===== config.mk =====
export PLATFORM = sky130hd
export DESIGN_NAME = button_debouncer_flat
export DESIGN_NICKNAME = d
export VERILOG_FILES = /design/src/rtl/button_debouncer_if.sv /design/src/rtl/button_debouncer.sv /design/src/flat_wrapper.sv
export SDC_FILE = /design/constraint.sdc
export NUM_CORES = 1
export LEC_CHECK = 0
export ABC_AREA = 1
export BUFFER_PORTS_ARGS = -buffer_cell sky130_fd_sc_hd__clkbuf_2
export CAP_MARGIN = 30
export CORE_MARGIN = 4
export CORE_UTILIZATION = 40
export DETAILED_ROUTE_END_ITERATION = 16
export HOLD_SLACK_MARGIN = 0.15
export PLACE_DENSITY = 0.59
export SKIP_LAST_GASP = 1
export SLEW_MARGIN = 25
export SYNTH_ARGS = -nofsm -noshare
export SYNTH_HDL_FRONTEND = slang
export SYNTH_SLANG_ARGS = --single-unit

===== constraint.sdc =====
create_clock -name clk -period 1.7 [get_ports clk]
set_clock_uncertainty 0.2 [all_clocks]
set_input_delay 0.51 -clock clk [delete_from_list [all_inputs] [get_ports clk]]
set_output_delay 0.51 -clock clk [all_outputs]
set_load 0.005 [all_outputs]

===== src/rtl/button_debouncer_if.sv =====
// Button debouncer signal bundle: raw switch input in, clean level and press tick out.
`timescale 1ns/1ps
interface button_debouncer_if;
   logic sw;
   logic db_level;
   logic db_tick;

   // Source of the raw switch and consumer of the debounced outputs
   modport master (
      output sw,
      input  db_level,
      input  db_tick
   );

   // The debouncer itself
   modport slave (
      input  sw,
      output db_level,
      output db_tick
   );
endinterface


===== src/rtl/button_debouncer.sv =====
// Button debouncer: 2-FF synchronizer, stability counter and 4-state FSM
// producing a clean level and a one-cycle pulse on each accepted press.
`timescale 1ns/1ps
module button_debouncer #(
   parameter int unsigned DB_CYCLES = 1_000_000,
   parameter int unsigned CNT_W     = 20,
   parameter bit          IN_INV    = 1'b0
) (
   input  logic               clk,
   input  logic               reset,
   button_debouncer_if.slave  db_if
);

   typedef enum logic [1:0] {
      ZERO  = 2'd0,
      WAIT1 = 2'd1,
      ONE   = 2'd2,
      WAIT0 = 2'd3
   } state_t;

   localparam logic [CNT_W-1:0] CNT_LOAD = CNT_W'(DB_CYCLES - 1);

   logic             r_s1;
   logic             r_s2;
   state_t           r_state;
   logic [CNT_W-1:0] r_cnt;
   logic             r_level;
   logic             r_tick;

   state_t           w_state_nxt;
   logic [CNT_W-1:0] w_cnt_nxt;
   logic             w_tick_nxt;
   logic             w_level_nxt;

   // Two-flop synchronizer on the (optionally inverted) raw input
   always_ff @(posedge clk or negedge reset) begin
      if (!reset) begin
         r_s1 <= 1'b0;
         r_s2 <= 1'b0;
      end else begin
         r_s1 <= db_if.sw ^ IN_INV;
         r_s2 <= r_s1;
      end
   end

   // State, counter and output registers
   always_ff @(posedge clk or negedge reset) begin
      if (!reset) begin
         r_state <= ZERO;
         r_cnt   <= '0;
         r_level <= 1'b0;
         r_tick  <= 1'b0;
      end else begin
         r_state <= w_state_nxt;
         r_cnt   <= w_cnt_nxt;
         r_level <= w_level_nxt;
         r_tick  <= w_tick_nxt;
      end
   end

   // Next-state, counter and output decode; counter only loads on WAIT entry and stops at 0
   always_comb begin
      w_state_nxt = r_state;
      w_cnt_nxt   = r_cnt;
      w_tick_nxt  = 1'b0;
      case (r_state)
         ZERO: begin
            if (r_s2) begin
               w_state_nxt = WAIT1;
               w_cnt_nxt   = CNT_LOAD;
            end
         end
         WAIT1: begin
            if (!r_s2) begin
               w_state_nxt = ZERO;
            end else if (r_cnt != '0) begin
               w_cnt_nxt = r_cnt - CNT_W'(1);
            end else begin
               w_state_nxt = ONE;
               w_tick_nxt  = 1'b1;
            end
         end
         ONE: begin
            if (!r_s2) begin
               w_state_nxt = WAIT0;
               w_cnt_nxt   = CNT_LOAD;
            end
         end
         WAIT0: begin
            if (r_s2) begin
               w_state_nxt = ONE;
            end else if (r_cnt != '0) begin
               w_cnt_nxt = r_cnt - CNT_W'(1);
            end else begin
               w_state_nxt = ZERO;
            end
         end
         default: begin
            w_state_nxt = ZERO;
            w_cnt_nxt   = '0;
         end
      endcase
      w_level_nxt = (w_state_nxt == ONE) || (w_state_nxt == WAIT0);
   end

   assign db_if.db_level = r_level;
   assign db_if.db_tick  = r_tick;

endmodule


===== src/flat_wrapper.sv =====
// flat-port wrapper written by rule: the top's interface ports become plain ports
module button_debouncer_flat 
#(
   parameter int unsigned DB_CYCLES = 1_000_000,
   parameter int unsigned CNT_W     = 20,
   parameter bit          IN_INV    = 1'b0
)
  (clk, reset, db_if_sw, db_if_db_level, db_if_db_tick);
  button_debouncer_if db_if_i ();
  input  logic clk;
  input  logic reset;
  input wire logic [$bits(db_if_i.sw)-1:0] db_if_sw;
  output wire logic [$bits(db_if_i.db_level)-1:0] db_if_db_level;
  output wire logic [$bits(db_if_i.db_tick)-1:0] db_if_db_tick;
  assign db_if_i.sw = db_if_sw;
  assign db_if_db_level = db_if_i.db_level;
  assign db_if_db_tick = db_if_i.db_tick;
  button_debouncer #(.DB_CYCLES(DB_CYCLES), .CNT_W(CNT_W), .IN_INV(IN_INV)) u_core (.clk(clk), .reset(reset), .db_if(db_if_i));
endmodule

==> results of run 1 <==
[cell families (layout without fill, tap and decap cells)]
logic type                 Yosys count  in the layout  synth area share
and+or+nand+nor                    129            129             0.375
buffers and inverters               30             51            0.0840
xor gates and xnor gates             7              7            0.0424
adders and majority gates            1              1           0.00770
AOI/OAI and AO/OA                   21             21            0.0901
DFF                                 26             26             0.401
[flip-flops by register name, indices dropped and copies added (netlist names)]
name / flops
u_core.db_if.db_level: 1
u_core.db_if.db_tick: 1
u_core.r_cnt: 20
u_core.r_s1: 1
u_core.r_s2: 1
u_core.r_state: 2
[layout make-up]
cell class              count  area [µm²]  area share
clock buffers               3        41.3      0.0216
inverters                  25         101      0.0530
multi-input cells         158         881       0.461
flip-flops and latches     26         656       0.343
well taps                  48        60.1      0.0314
repair buffers             23         171      0.0897
[per-stage QoR]
stage | std cells | setup slack, ns
finish | 283 | 0.0547
detailed placement | 277 | 0.0132
floorplan | 214 | 0.0612
global placement | 277 | 0.0358
global route | 283 | -0.0210
CTS | 282 | 0.0272
[cell usage in the layout, fill, tap and decap left out, types with 5 or more instances in the layout]
master / instances
buf_4: 16
nand2_1: 58
nor2_1: 20
dfrtp_1: 22
o21ai_0: 5
nor2_2: 12
nand3_1: 25
inv_1: 22
o21ai_2: 12
[metal layers]
layer  wire length [µm]  GRT usage  part of all wire
met1               1750      0.204              0.52
met2               1520      0.240              0.45
met3                 72     0.0295             0.021
met4                 34     0.0376             0.010
met5                  0          0                 0
[worst reg2reg max path: stages, from the launching register on]
cell	delay, ns
dfrtp_1	0.41
inv_2	0.09
ha_4	0.18
nand2_4	0.09
nor2_8	0.12
nand3_4	0.09
nand2_4	0.11
inv_8	0.09
o21ai_1	0.11
o21ai_2	0.06
[where the power goes]
group | leakage, µW | internal [µW] | switching, µW
sequential | 0.000311 | 650 | 37.8
clock | 0.0000216 | 159 | 194
combinational | 0.000599 | 112 | 177
[how the worst max path moves through the flow]
stage                               start                to  slack (ns)  cells past startpoint
after detailed placement  u_core.r_cnt[1]   u_core.r_cnt[3]        0.01                      9
final                     u_core.r_cnt[1]   u_core.r_cnt[0]        0.05                      9
after global routing      u_core.r_cnt[8]  u_core.r_cnt[17]       -0.02                      8
after global placement    u_core.r_cnt[1]   u_core.r_cnt[0]        0.04                      9
after CTS                 u_core.r_cnt[1]   u_core.r_cnt[3]        0.03                      9
after floorplan           u_core.r_cnt[0]  u_core.r_cnt[16]        0.06                     10
[repair_timing]
action / in CTS / in global routing
endpoints found under the hold margin: 27 / 0
gates cloned: 0 / 0
pin swaps: 0 / 1
endpoints found under the setup margin: 2 / 22
buffers inserted: 0 / 1
hold buffers: 2 / 0
resized for setup: 1 / 21
==> results.yml, run 1 <==
placement:
  dp_hpwl_um: 2570
  placed_cell_area_um2: 1800
  gp_congestion: 0.844
  port_buffers: 4
drt:
  drc_errors: 0
  wl_per_cell_um: 11.9
  viasPerCell: 4.75
  vias: 1344
  finalWirelength_um: 3380
  drt-initial-drc-count: 40
  ant_nets: 0
  drt-pass1-iter-count: 4
yosys:
  synth_most_common_cell: "nand2_1"
  yosys.area.top_type_share: 0.401
  avgSynthCellArea_um2: 7.59
  ys_ff_latch: 26
  synth_edf_count: 0
  synthTopCellsByCount: "58 x nand2_1, 31 x nor2_1, 26 x dfrtp_1, 25 x nand3_1, 24 x inv_1"
  ys_types: 25
  yosysSeqAreaShare: 0.401
  synth_cells: 214
  synth_area_leader_cell: "dfrtp_1"
  synth_fp_nets: 218
  synth_area_um2: 1620
  yosysWarnings: 0
  synthFlopType: "dfrtp_1"
  async_flop_share: 1.00
  ys_top_cells_by_area: "dfrtp_1 40%, nand2_1 13%, nand3_1 7.7%"
timing:
  finalSetupViolCount: 0
  drv_slew: 0
  rsz0062_at_grt: "yes"
  tns_ns: 0
  clock.fmax_mhz: 608
  fin_crit_sh: 0.968
  whs_ns: 0.157
  tightest_slew_ns: 0.340
  hold_violations: 0
  slew_headroom: 0.774
  period_needed_ns: 1.65
min_path:
  whs_endpoint: "u_core.r_s2"
  min_from: "u_core.r_s1"
  hold_depth: 0
  hp-class: "flop to flop"
power:
  ir_drop_uv: 354
  total_power_uw: 1330
  p_per_area_nw_per_um2: 696
  p_leak_uw: 0.000932
finish:
  utilization: 0.503
  area_growth_pct: 17.6
  fin_area_um2: 1910
  drive_gt1_frac: 0.285
  nets: 241
  n_antenna_cell: 0
  nFillCells: 380
worst_setup_path:
  crit_top_cell: "nand2_4"
  reg2reg_slack_ns: 0.05
  cp_slowest_cell: "dfrtp_1"
  cp_top_family: "flip-flops"
  cp_slowest_stage_delay_ns: 0.41
  rr_worst_depth: 9
  reg2reg_to: "u_core.r_cnt[0]"
  worst_setup_path_end_kind: "flop"
  cp.buffers_inverters: 2
  critPathLaunchType: "flop"
  worst-endpoint-required_ns: 1.66
  cp_cell_sequence: "inv_2 -> ha_4 -> nand2_4 -> nor2_8 -> nand3_4 -> nand2_4 -> inv_8 -> o21ai_1 -> o21ai_2"
  cp.arrival_ns: 1.61
  cp_max_fo: 22
  critical_path_class: "flop to flop"
  r2r-start: "u_core.r_cnt[1]"
clock_network:
  clk_path_buf_depth: 2
  path_clk_slew_ns: 0.09
  tritoncts: "built"
  cts.sinks: 26
  cts_buffers: 3
  clkLatencyLatePin_ns: 0.27
  clock-root-buffer: "clkbuf_8"
  cts_htree_levels: 1
run:
  maxCapViolCount: 0
global_routing:
  grt-ovfl-total: 0
  first_global_vias: 1293
  grt.total_usage: 0.149
  grt_pass1_wl_um: 6110
  grt_start_max_net_pins: 27
  grt_antenna_before_repair: 0
floorplanning:
  die_h_um: 71.7
  io_pins: 5
  rows: 22
  die_w_um: 71.7
  dieArea_um2: 5140
  start_util: 0.428
  coreArea_um2: 3800
outcome:
  status: "finished clean"
Note: power is estimated with default switching activity, not from simulation.
==> inputs of run 2 (changes only) <==
ABC_CLOCK_PERIOD_IN_PS = 1700   (was default)
CORE_MARGIN = 2   (was 4)
GPL_TIMING_DRIVEN = 0   (was default)
==> results.yml, run 2 (same netlist as run 1, synthesis figures left out) <==
worst_setup_path:
  cp.arrival_ns: 1.68
  critPathLaunchType: "flop"
  cp_cell_sequence: "inv_2 -> ha_4 -> nand2_4 -> nor2_8 -> nand3_4 -> nand2_8 -> inv_8 -> clkbuf_16 -> nand3_2 -> o21ai_2"
  cp.buffers_inverters: 3
  worst-endpoint-required_ns: 1.68
  cp_top_family: "simple AND/OR/NAND/NOR gates"
  worst_setup_path_end_kind: "flop"
  critical_path_class: "flop to flop"
  cp_slowest_stage_delay_ns: 0.40
  cp_slowest_cell: "dfrtp_1"
  cp_max_fo: 5
drt:
  drt-pass1-iter-count: 4
  drc_errors: 0
  drt-initial-drc-count: 35
  finalWirelength_um: 3730
  viasPerCell: 4.78
  vias: 1382
  ant_nets: 0
  wl_per_cell_um: 12.9
floorplanning:
  start_util: 0.412
  die_w_um: 67.7
  die_h_um: 67.7
  dieArea_um2: 4590
  rows: 23
  coreArea_um2: 3940
  io_pins: 5
placement:
  dp_hpwl_um: 2560
  port_buffers: 4
  placed_cells: 268
  dp_slack_ns: -0.114
  gp_congestion: 0.807
finish:
  layout_commonest_cell: "nand2_1"
  largest_reg_flops: 20
  final_cell_mix: "50 x nand2_1, 25 x nand3_1, 23 x dfrtp_1"
  drive_gt1_frac: 0.331
  nets: 244
  top_regs: "u_core.r_cnt (20), u_core.r_state (2)"
  area_growth_pct: 25.1
  top_register: "u_core.r_cnt"
  nFillCells: 371
  layout.cells.non_filler: 289
  n_antenna_cell: 0
global_routing:
  grt-ovfl-total: 0
  grt_antenna_before_repair: 0
  grt.total_usage: 0.179
  first_global_vias: 1309
  grt_pass1_wl_um: 6070
  grt_start_max_net_pins: 27
min_path:
  hp-class: "flop to flop"
clock_network:
  clkLatencyLatePin_ns: 0.28
  tritoncts: "built"
  clk_path_buf_depth: 2
  path_clk_slew_ns: 0.09
  cts.sinks: 26
  clock-root-buffer: "clkbuf_8"
  cts_buffers: 3
  cts_htree_levels: 1
timing:
  drv_slew: 0
  fin_ws_ns: 0.000397
  fin_crit_sh: 1.00
  whs_ns: 0.170
  slew_headroom: 0.577
  hold_violations: 0
  tightest_slew_ns: 0.635
  clock.fmax_mhz: 588
  finalSetupViolCount: 0
  period_needed_ns: 1.70
  rsz0062_at_grt: "yes"
run:
  maxCapViolCount: 0
outcome:
  status: "finished clean"
power:
  p_per_area_nw_per_um2: 754
  ir_drop_uv: 374
  p_leak_uw: 0.000976
==> run 2: power breakdown <==
| part | switching (µW) | internal (µW) | total, µW |
|---|---|---|---|
| combinational | 191 | 131 | 322 |
| clock | 206 | 316 | 522 |
| sequential | 39.9 | 649 | 689 |
==> run 2: final cells by class <==
cell class                 instances  area, µm²  share of cell area
buffer                             5       57.6              0.0283
clock buffer                       3       41.3              0.0203
sequential                        26        654               0.322
tap                               50       62.6              0.0308
inverter                          25        101              0.0499
timing repair buffer              21        174              0.0856
clock inverter                     1       30.0              0.0148
multi-input combinational        158        911               0.448
==> run 2: per-layer routing <==
| metal | global-route usage | part of all wire |
|---|---|---|
| met1 | 0.237 | 0.47 |
| met2 | 0.300 | 0.50 |
| met3 | 0.0200 | 0.014 |
| met4 | 0.0689 | 0.016 |
| met5 | 0 | 0 |
==> run 2: what timing repair did <==
item                       in CTS  in global routing
hold endpoints to repair       27                  0
gates resized for setup         4                 29
setup buffers                   4                 10
hold buffers                    2                  0
cloned                          0                  1
pin swaps                       2                  9
setup endpoints to repair      23                 22
==> run 2: path summary, 6_finish.rpt <==
path | startpoint | endpoint | slack (ns) | cells after the start
worst max-delay path | u_core.r_cnt[0] | u_core.r_cnt[7] | 0.0004 | 10
worst min-delay path | u_core.r_s1 | u_core.r_s2 | 0.17 | 0
max in group asynchronous | reset | u_core.r_cnt[15] | 0.27 | 2
worst max register to register | u_core.r_cnt[0] | u_core.r_cnt[7] | 0.0004 | 10
min in group asynchronous | reset | u_core.r_cnt[0] | 0.57 | 2
worst min register to register | u_core.r_s1 | u_core.r_s2 | 0.17 | 0
==> run 2: per-stage QoR <==
stage               setup TNS [ns]  power, µW  cell area (µm²)  utilization
CTS                              0       1490             1850        0.469
floorplan                        0        883             1640            -
finish                           0       1530             2030        0.515
global placement             -1.32        941             1720        0.436
global route                -0.600       1610             2030        0.515
detailed placement           -1.44        944             1720        0.436
